### src/rtl/sram_rd_pkg.sv
// Shared definitions for the SRAM read streamer: FSM state encoding and default sizes.
package sram_rd_pkg;

    localparam int DW_DEF = 64;
    localparam int AW_DEF = 14;
    localparam int FD_DEF = 4;

    typedef enum logic [1:0] {
        IDLE  = 2'd0,
        RUN   = 2'd1,
        DRAIN = 2'd2,
        FIN   = 2'd3
    } state_e;

endpackage

### src/rtl/sram_rd_streamer_fifo.sv
// Synchronous skid FIFO; absorbs read data that is already in flight when downstream stalls.
module sync_fifo #(
    parameter int DW = 64,
    parameter int FD = 4,
    parameter int PW = $clog2(FD),
    parameter int CW = $clog2(FD) + 1
) (
    input  logic          clk,
    input  logic          rst,
    input  logic          push,
    input  logic [DW-1:0] push_data,
    input  logic          pop,
    output logic [DW-1:0] pop_data,
    output logic          full,
    output logic          empty,
    output logic [CW-1:0] count
);

    logic [DW-1:0] mem_q [FD];
    logic [PW-1:0] wr_ptr_q, wr_ptr_d;
    logic [PW-1:0] rd_ptr_q, rd_ptr_d;
    logic [CW-1:0] count_q, count_d;

    // NOTE: every variable gets a default before any branch so no latch is inferred.
    always_comb begin
        wr_ptr_d = wr_ptr_q;
        rd_ptr_d = rd_ptr_q;
        count_d  = count_q;
        if (push) wr_ptr_d = wr_ptr_q + PW'(1);
        if (pop)  rd_ptr_d = rd_ptr_q + PW'(1);
        case ({push, pop})
            2'b10:   count_d = count_q + CW'(1);
            2'b01:   count_d = count_q - CW'(1);
            default: count_d = count_q;
        endcase
    end

    // NOTE: state registers use non-blocking assignments so every flop samples pre-edge values.
    always_ff @(posedge clk or posedge rst) begin
        if (rst) begin
            wr_ptr_q <= '0;
            rd_ptr_q <= '0;
            count_q  <= '0;
        end else begin
            wr_ptr_q <= wr_ptr_d;
            rd_ptr_q <= rd_ptr_d;
            count_q  <= count_d;
        end
    end

    // NOTE: storage is deliberately not reset; the pointers and count define which entries are live.
    always_ff @(posedge clk) begin
        if (push) mem_q[wr_ptr_q] <= push_data;
    end

    assign pop_data = mem_q[rd_ptr_q];
    assign full     = (count_q == CW'(FD));
    assign empty    = (count_q == '0);
    assign count    = count_q;

endmodule

### src/rtl/sram_rd_streamer.sv
// Burst read sequencer: issues credit-limited SRAM reads and streams the words out on valid/ready.
module sram_rd_streamer
    import sram_rd_pkg::*;
#(
    parameter int DW = DW_DEF,
    parameter int MW = DW / 8,
    parameter int AW = AW_DEF,
    parameter int FD = FD_DEF
) (
    input  logic          clk,
    input  logic          rst,
    input  logic          start,
    input  logic [AW-1:0] base_addr,
    input  logic [AW:0]   len,
    output logic          busy,
    output logic          done,
    output logic          sram_cs,
    output logic          sram_we,
    output logic [MW-1:0] sram_wem,
    output logic [AW-1:0] sram_addr,
    input  logic [DW-1:0] sram_dout,
    output logic          m_valid,
    input  logic          m_ready,
    output logic [DW-1:0] m_data,
    output logic          m_last
);

    localparam int CW = $clog2(FD) + 1;

    state_e        state_q, state_d;
    logic [AW-1:0] addr_q, addr_d;
    logic [AW:0]   issue_left_q, issue_left_d;
    logic [AW:0]   recv_left_q, recv_left_d;
    logic          rd_pend_q;

    logic          fifo_push, fifo_pop, fifo_full, fifo_empty;
    logic [CW-1:0] fifo_count;
    logic [CW:0]   credit_sum;
    logic          credit_ok;

    // Words in the FIFO plus the read still in flight must leave room for one more.
    assign credit_sum = {1'b0, fifo_count} + {{CW{1'b0}}, rd_pend_q};
    assign credit_ok  = (credit_sum < (CW+1)'(FD));

    assign fifo_push = rd_pend_q & ~fifo_full;
    assign fifo_pop  = m_valid & m_ready;

    always_comb begin
        state_d      = state_q;
        addr_d       = addr_q;
        issue_left_d = issue_left_q;
        recv_left_d  = recv_left_q;
        sram_cs      = 1'b0;
        case (state_q)
            IDLE: begin
                if (start) begin
                    addr_d       = base_addr;
                    issue_left_d = len;
                    recv_left_d  = len;
                    state_d      = (len == '0) ? FIN : RUN;
                end
            end
            RUN: begin
                if (issue_left_q != '0 && credit_ok) begin
                    sram_cs      = 1'b1;
                    addr_d       = addr_q + AW'(1);
                    issue_left_d = issue_left_q - (AW+1)'(1);
                    if (issue_left_q == (AW+1)'(1)) state_d = DRAIN;
                end
            end
            DRAIN: begin
                if (fifo_pop && recv_left_q == (AW+1)'(1)) state_d = FIN;
            end
            FIN:     state_d = IDLE;
            default: state_d = IDLE;
        endcase
        if (fifo_pop) recv_left_d = recv_left_q - (AW+1)'(1);
    end

    always_ff @(posedge clk or posedge rst) begin
        if (rst) begin
            state_q      <= IDLE;
            addr_q       <= '0;
            issue_left_q <= '0;
            recv_left_q  <= '0;
            rd_pend_q    <= 1'b0;
        end else begin
            state_q      <= state_d;
            addr_q       <= addr_d;
            issue_left_q <= issue_left_d;
            recv_left_q  <= recv_left_d;
            rd_pend_q    <= sram_cs;
        end
    end

    sync_fifo #(
        .DW (DW),
        .FD (FD)
    ) u_skid (
        .clk       (clk),
        .rst       (rst),
        .push      (fifo_push),
        .push_data (sram_dout),
        .pop       (fifo_pop),
        .pop_data  (m_data),
        .full      (fifo_full),
        .empty     (fifo_empty),
        .count     (fifo_count)
    );

    assign busy      = (state_q != IDLE);
    assign done      = (state_q == FIN);
    assign sram_we   = 1'b0;
    assign sram_wem  = '0;
    assign sram_addr = addr_q;
    assign m_valid   = ~fifo_empty;
    assign m_last    = m_valid & (recv_left_q == (AW+1)'(1));

endmodule
### config.mk
export PLATFORM = sky130hd
export DESIGN_NAME = sram_rd_streamer
export DESIGN_NICKNAME = d
export VERILOG_FILES = /design/src/rtl/sram_rd_pkg.sv /design/src/rtl/sram_rd_streamer_fifo.sv /design/src/rtl/sram_rd_streamer.sv
export SDC_FILE = /design/constraint.sdc
export NUM_CORES = 1
export LEC_CHECK = 0
export CORE_MARGIN = 10
export CORE_UTILIZATION = 46
export DETAILED_ROUTE_END_ITERATION = 16
export DONT_BUFFER_PORTS = 1
export SLEW_MARGIN = 25
export SYNTH_ARGS = -nofsm -noshare
export SYNTH_HDL_FRONTEND = slang
export SYNTH_SLANG_ARGS = --single-unit
### constraint.sdc
create_clock -name clk -period 3.5 [get_ports clk]
set_clock_uncertainty 0.2 [all_clocks]
set_input_delay 0.7 -clock clk [delete_from_list [all_inputs] [get_ports clk]]
set_output_delay 0.7 -clock clk [all_outputs]
set_load 0.02 [all_outputs]
==> run metrics, run 1 <==
outcome=completed; Peak VDD IR=about 0.00063 V; TritonRoute pass-1 iters=5; Buf/Inv on CP=0; largest net degree at the start of global routing=51; drt wl/cell=roughly 24 um; PD cells=roughly 900 nW/um^2; reg2reg path depth=7; Antenna Nets Post-Route=0; Final Hold Fails=0; crit path max fanout=6; Leak Pwr=approximately 4.8 nW; drt initial violations=between 600 and 700; CTS Buf Count=34; FF-to-FF End=issue_left_q[13]; Avg Cell Area, Syn=about 17 um^2; library cells used by synthesis=64; root buffer cell=clkbuf_16; CP top delay family=simple AND/OR/NAND/NOR gates; arrival time worst endpoint=2470 ps; Synth top area share=about 60%; vias in the first global route=a little over 7000; clock transition at the registers of the reported paths=60 ps; Final Util=a little over half; Post-synth EDFFs=256; setup bufs post-CTS=0; Row Count=61; first-pass GRT wire length=43.9 mm; Synth area leader=edfxtp_1; GRT Total Usage=16.0%; Setup violations, final=0; Final Total Pwr=12.9 mW; Mapped Area=between 10000 and 15000 um^2; CTS Hold Bufs=1; vias post-DR=a little under 7000; Setup crit end kind=output pin; htree depth=2; clock net sink count=310; Die Span Y=between 150 and 200 um; Gate Count Post-Synth=between 700 and 800; die area=between 30000 and 40000 um^2; Most used DFF post-synth=edfxtp_1; Synth area leaders=edfxtp_1, mux4_2, dfrtp_1; worst path cell trace=or4_1 -> nor3_1 -> and4_1; Post-synth ARST share=roughly 17%; Post-DP HPWL=between 15 and 20 mm; Ys Warns=0; CP max-delay cell=nor3_1; Clock Tree Buf Depth=3; Port Buffers=0; share of cells above drive strength 1=17.7%; grt total ovfl=0; max-slew violation count=0; Area Growth Syn to Fin=12.4%; Seq/Total Area, Yosys=70.6%; Core Footprint=around 28000 um^2; CTS tree=yes; post-layout min period=between 3000 and 4000 ps; Worst Min Path Start=sram_dout[35]; largest stage delay on the critical path=about 570 ps; antenna violations before repair=0; worst hold path endpoint=u_skid.mem_q[3][35]; remaining routing DRC violations=0; vias per cell=5.87; Finished Layout Cells=~1200; Worst Max-Slew Pin Slew=approximately 670 ps; Setup WS pre-CTS=about 670 ps; Initial Utilization=a little under half; Reg2Reg Setup Slack=~710 ps; CP required=~2600 ps; RSZ-0062 raised after global routing=no; # diodes=0; Fmax=a little under 0.3 GHz; post-CTS sizing=0; Critical Path Source Type=flip-flop; Post-layout nets=between 800 and 900; I/O pin count=roughly 190; GPL Wtd Cong=0.876; clk_lat worst skew=500 ps; filler cell count=between 2000 and 2500; Worst Slack Setup Final=roughly 130 ps; reg2reg start=state_q[1]; Max Cap Viol=0; Min-Delay Path Depth=0; WL final=28.5 mm; placed insts=approximately 1100; Die X=around 190 um; Slew HR=55.1%; final period utilization=96.3%; Hold Crit Class=in2reg; critical path class=reg2out; total negative setup slack=0 ps; flops & latches, synth=310
## worst max path at each step
stage | startpoint | to | slack, ps | cells past startpoint
6_report | recv_left_q[7] | m_last | 130 | 3
5_1_grt | recv_left_q[7] | m_last | 10 | 3
4_1_cts | recv_left_q[7] | m_last | 160 | 3
3_5_place_dp | recv_left_q[7] | m_last | 670 | 3
3_3_place_gp | recv_left_q[7] | m_last | 700 | 3
2_1_floorplan | u_skid.count[0] | u_skid.mem_q[0][0] | 280 | 4
## power breakdown
| group | switching (mW) | total, mW | leakage (nW) | internal, mW |
|---|---|---|---|---|
| combinational | 2.65 | 4.26 | 1.38 | 1.61 |
| sequential | 0.638 | 5.37 | 2.93 | 4.73 |
| clock | 1.33 | 3.28 | 0.506 | 1.95 |
| total | 4.62 | 12.9 | 4.82 | 8.30 |
## stage by stage
stage / area, um^2 / hold slack, ps
after floorplan: 12800 / 230
after global placement: 13300 / 246
after detailed placement: 13300 / 253
after CTS: 14400 / 61.6
after global routing: 14400 / 64.0
final: 14400 / 88.5
## cell families (layout without fill, tap and decap cells)
kind of cell / after synthesis / after routing / share of synthesized area [%]
fa+ha+maj: 16 / 16 / 1.62
buf+inv: 69 / 102 / 2.32
xor+xnor: 6 / 6 / 0.410
simple gates: 157 / 157 / 6.31
other cells: 1 / 9 / 0.0293
flops: 310 / 310 / 70.6
mux: 71 / 71 / 11.8
compound gates: 135 / 135 / 6.90
## placed cells by master, fill, tap and decap left out, types with 8 or more instances in the layout
cell       count
buf_4         15
clkbuf_16     35
o21ai_0       21
clkbuf_1      10
inv_1         22
conb_1         9
nor3_1        12
nand4_1       11
nand3_1       17
a2bb2oi_1      8
nor4_1        10
nor2_1        32
mux4_2        64
nand2_1       39
o22ai_1       20
ha_1          15
edfxtp_1     256
a21oi_1       37
dfrtp_1       52
## flip-flops by register name (all words and copies together) (netlist names)
signal / cells
issue_left_q: 15
rd_pend_q: 1
recv_left_q: 15
sram_addr: 14
state_q: 2
u_skid.count: 3
u_skid.mem_q: 256
u_skid.rd_ptr_q: 2
u_skid.wr_ptr_q: 2
## cell usage after synthesis (all sizes together), types with 3 or more instances
master / number
nand4: 11
ha: 15
mux4: 64
a211oi: 4
o22ai: 20
edfxtp: 256
or4: 7
and2: 6
xnor2: 4
buf: 19
a2bb2oi: 8
o22a: 6
or3: 5
a311oi: 3
o21ai: 23
and3: 5
nor4: 10
clkbuf: 27
mux2i: 7
a31oi: 6
a41o: 3
inv: 23
a21oi: 37
nor2: 32
nand2: 39
nor3: 12
nand3: 17
dfrtp: 54
## layer usage
| layer | share of wire [%] | track usage [%] | vias to the layer above | wire length, um |
|---|---|---|---|---|
| met5 | 0 | 0 | - | 0 |
| met4 | 1.9 | 4.09 | 0 | 554 |
| met3 | 9.6 | 6.21 | 48 | 2740 |
| met2 | 50 | 26.3 | 295 | 14100 |
| met1 | 39 | 19.3 | 3504 | 11100 |
| li1 | - | - | 3107 | - |
## final cells by class
| cell class | instances | area [um^2] | share of cell area [%] |
|---|---|---|---|
| Clock buffer | 47 | 941 | 6.54 |
| Clock inverter | 10 | 93.8 | 0.652 |
| Inverter | 23 | 86.3 | 0.600 |
| Multi-Input combinational cell | 394 | 3510 | 24.4 |
| Sequential cell | 310 | 9040 | 62.8 |
| Tap cell | 378 | 473 | 3.29 |
| Timing Repair Buffer | 22 | 243 | 1.69 |
No activity file was read; power rests on OpenSTA's default activity.
==> inputs of run 2 (changes only) <==
--- a/config.mk
+++ b/config.mk
@@ -9,6 +9,7 @@
 export CORE_UTILIZATION = 46
 export DETAILED_ROUTE_END_ITERATION = 16
 export DONT_BUFFER_PORTS = 1
+export REMOVE_ABC_BUFFERS = 1
 export SLEW_MARGIN = 25
 export SYNTH_ARGS = -nofsm -noshare
 export SYNTH_HDL_FRONTEND = slang
==> run 2 against run 1 <==
- sequential cell count unchanged
- core utilization down 0.20 points
- sequential power up 2%
- design area down 0.39%
- cell count up 0.17%
- clock power down 4%
- global-route usage up 0.28 points
- fmax up 4.7%
- sequential share of layout area up 0.25 points
==> run metrics, run 2 (synthesis results as in run 1) <==
hold slack final=~52 ps; WL final=slightly below 30 mm; drt wl/cell=roughly 24 um; first-pass GRT wire length=45.1 mm; max FFs per register=between 200 and 300; Post-DP HPWL=roughly 19 mm; Clock Tree Buf Depth=3; Initial Utilization=46.3%; placed insts=between 1000 and 1500; post-CTS sizing=0; Area Growth Syn to Fin=12.0%; Top reg by flops=u_skid.mem_q; Post-layout nets=roughly 900; Final Total Pwr=about 13 mW; Flop pwr share=between 40% and 50%; Switch Pwr=around 4.6 mW; Setup crit end kind=output pin; setup bufs post-CTS=0; Antenna Nets Post-Route=0; Fmax=around 0.31 GHz; Hold Crit Class=in2reg; Port Buffers=0; PD cells=~890 nW/um^2; critical path class=reg2out; Finished Layout Cells=~1200; grt total ovfl=0; most frequent cells in the layout=edfxtp_1, mux4_2, dfrtp_1; filler cell count=between 2000 and 2500; outcome=completed; share of cells above drive strength 1=between 10% and 20%; internal power=between 8 and 9 mW; GPL Wtd Cong=0.900; Top Registers=u_skid.mem_q: 256 flops, issue_left_q: 15 flops, recv_left_q: 15 flops; commonest non-fill, non-tap cell in the layout=edfxtp_1; Setup WS pre-CTS=774 ps; CTS Buf Count=31; Final Hold Fails=0; Worst Max-Slew Pin Slew=819 ps; Leak Pwr=roughly 4.8 nW; htree depth=1; antenna violations before repair=0; I/O pin count=between 150 and 200; RSZ-0062 raised after global routing=no; largest net degree at the start of global routing=between 50 and 60; Max Cap Viol=0; CP required=roughly 2600 ps; total negative setup slack=0 ps; drt initial violations=roughly 500; Gate power share=32.7%; arrival time worst endpoint=2320 ps; GRT Total Usage=16.2%; vias post-DR=7000; Critical Path Source Type=flip-flop; CTS tree=yes; clk_lat worst skew=540 ps; remaining routing DRC violations=0; CTS Hold Bufs=1; die area=roughly 35000 um^2; vias in the first global route=about 7500; clock transition at the registers of the reported paths=about 60 ps; Die X=187 um; post-layout min period=3220 ps; Peak VDD IR=between 0.0006 and 0.0007 V; # diodes=0; root buffer cell=clkbuf_16; Row Count=between 60 and 70; Slew HR=between 40% and 50%; switching share of power=between 30% and 40%; Clock Power Share=24.5%; clock net sink count=310; crit path max fanout=26; final period utilization=around 92%; TritonRoute pass-1 iters=4; vias per cell=5.90; Setup violations, final=0; max-slew violation count=0; Worst Slack Setup Final=about 280 ps; Core Footprint=27600 um^2; Die Span Y=187 um
[run 2: cell types whose count changed in the layout (fill, tap and decap cells not counted), sizes merged]
cell / previous run / this run
buf: 21 / 24
bufinv: 1 / 3
clkbuf: 47 / 43
clkinv: 9 / 8
clkinvlp: 0 / 2
[run 2: path summary, 6_finish.rpt]
path                                    start  cells after the start  slack (ps)                  end
min                             sram_dout[48]                      0          50  u_skid.mem_q[0][48]
max reg2reg                   u_skid.count[0]                      4         790   u_skid.mem_q[0][3]
min reg2reg                    recv_left_q[6]                      2         260       recv_left_q[6]
max                        u_skid.rd_ptr_q[1]                      2         280           m_data[61]
min in group asynchronous                 rst                      2         510         sram_addr[9]
max in group asynchronous                 rst                      3        1890      recv_left_q[14]
[run 2: per-stage QoR]
step / utilization (%) / area [um^2]
final: 51.9 / 14300
after global routing: 51.9 / 14300
after CTS: 51.9 / 14300
after detailed placement: 48.4 / 13400
after global placement: 48.4 / 13400
after floorplan: - / 12600
[run 2: per-layer routing]
layer  vias up  GRT usage, %  part of all wire (%)
met3        61          5.98                   9.5
li1       3102             -                     -
met2       264          27.5                    49
met1      3573          19.0                    39
met5         -             0                     0
met4         0          4.87                   2.4
[run 2: critical path: stages (launching register included)]
cell and delay, ps:
dfrtp_2 830, buf_4 460, mux4_2 470
[run 2: final cells by class]
| cell class | count | area [um^2] | share of cell area, % |
|---|---|---|---|
| Sequential cell | 310 | 9040 | 63.1 |
| Inverter | 23 | 86.3 | 0.602 |
| Clock inverter | 13 | 140 | 0.977 |
| Clock buffer | 43 | 821 | 5.73 |
| Timing Repair Buffer | 25 | 265 | 1.85 |
| Tap cell | 378 | 473 | 3.30 |
| Multi-Input combinational cell | 394 | 3510 | 24.5 |
[run 2: power by group through the flow]
stage / clock network, mW / registers (mW) / logic, mW
CTS: 3.21 / 5.47 / 4.26
detailed placement: 0 / 5.55 / 4.25
finish: 3.14 / 5.47 / 4.19
global route: 3.37 / 5.57 / 4.56
global placement: 0 / 5.49 / 4.16
floorplan: 0 / 5.51 / 3.08
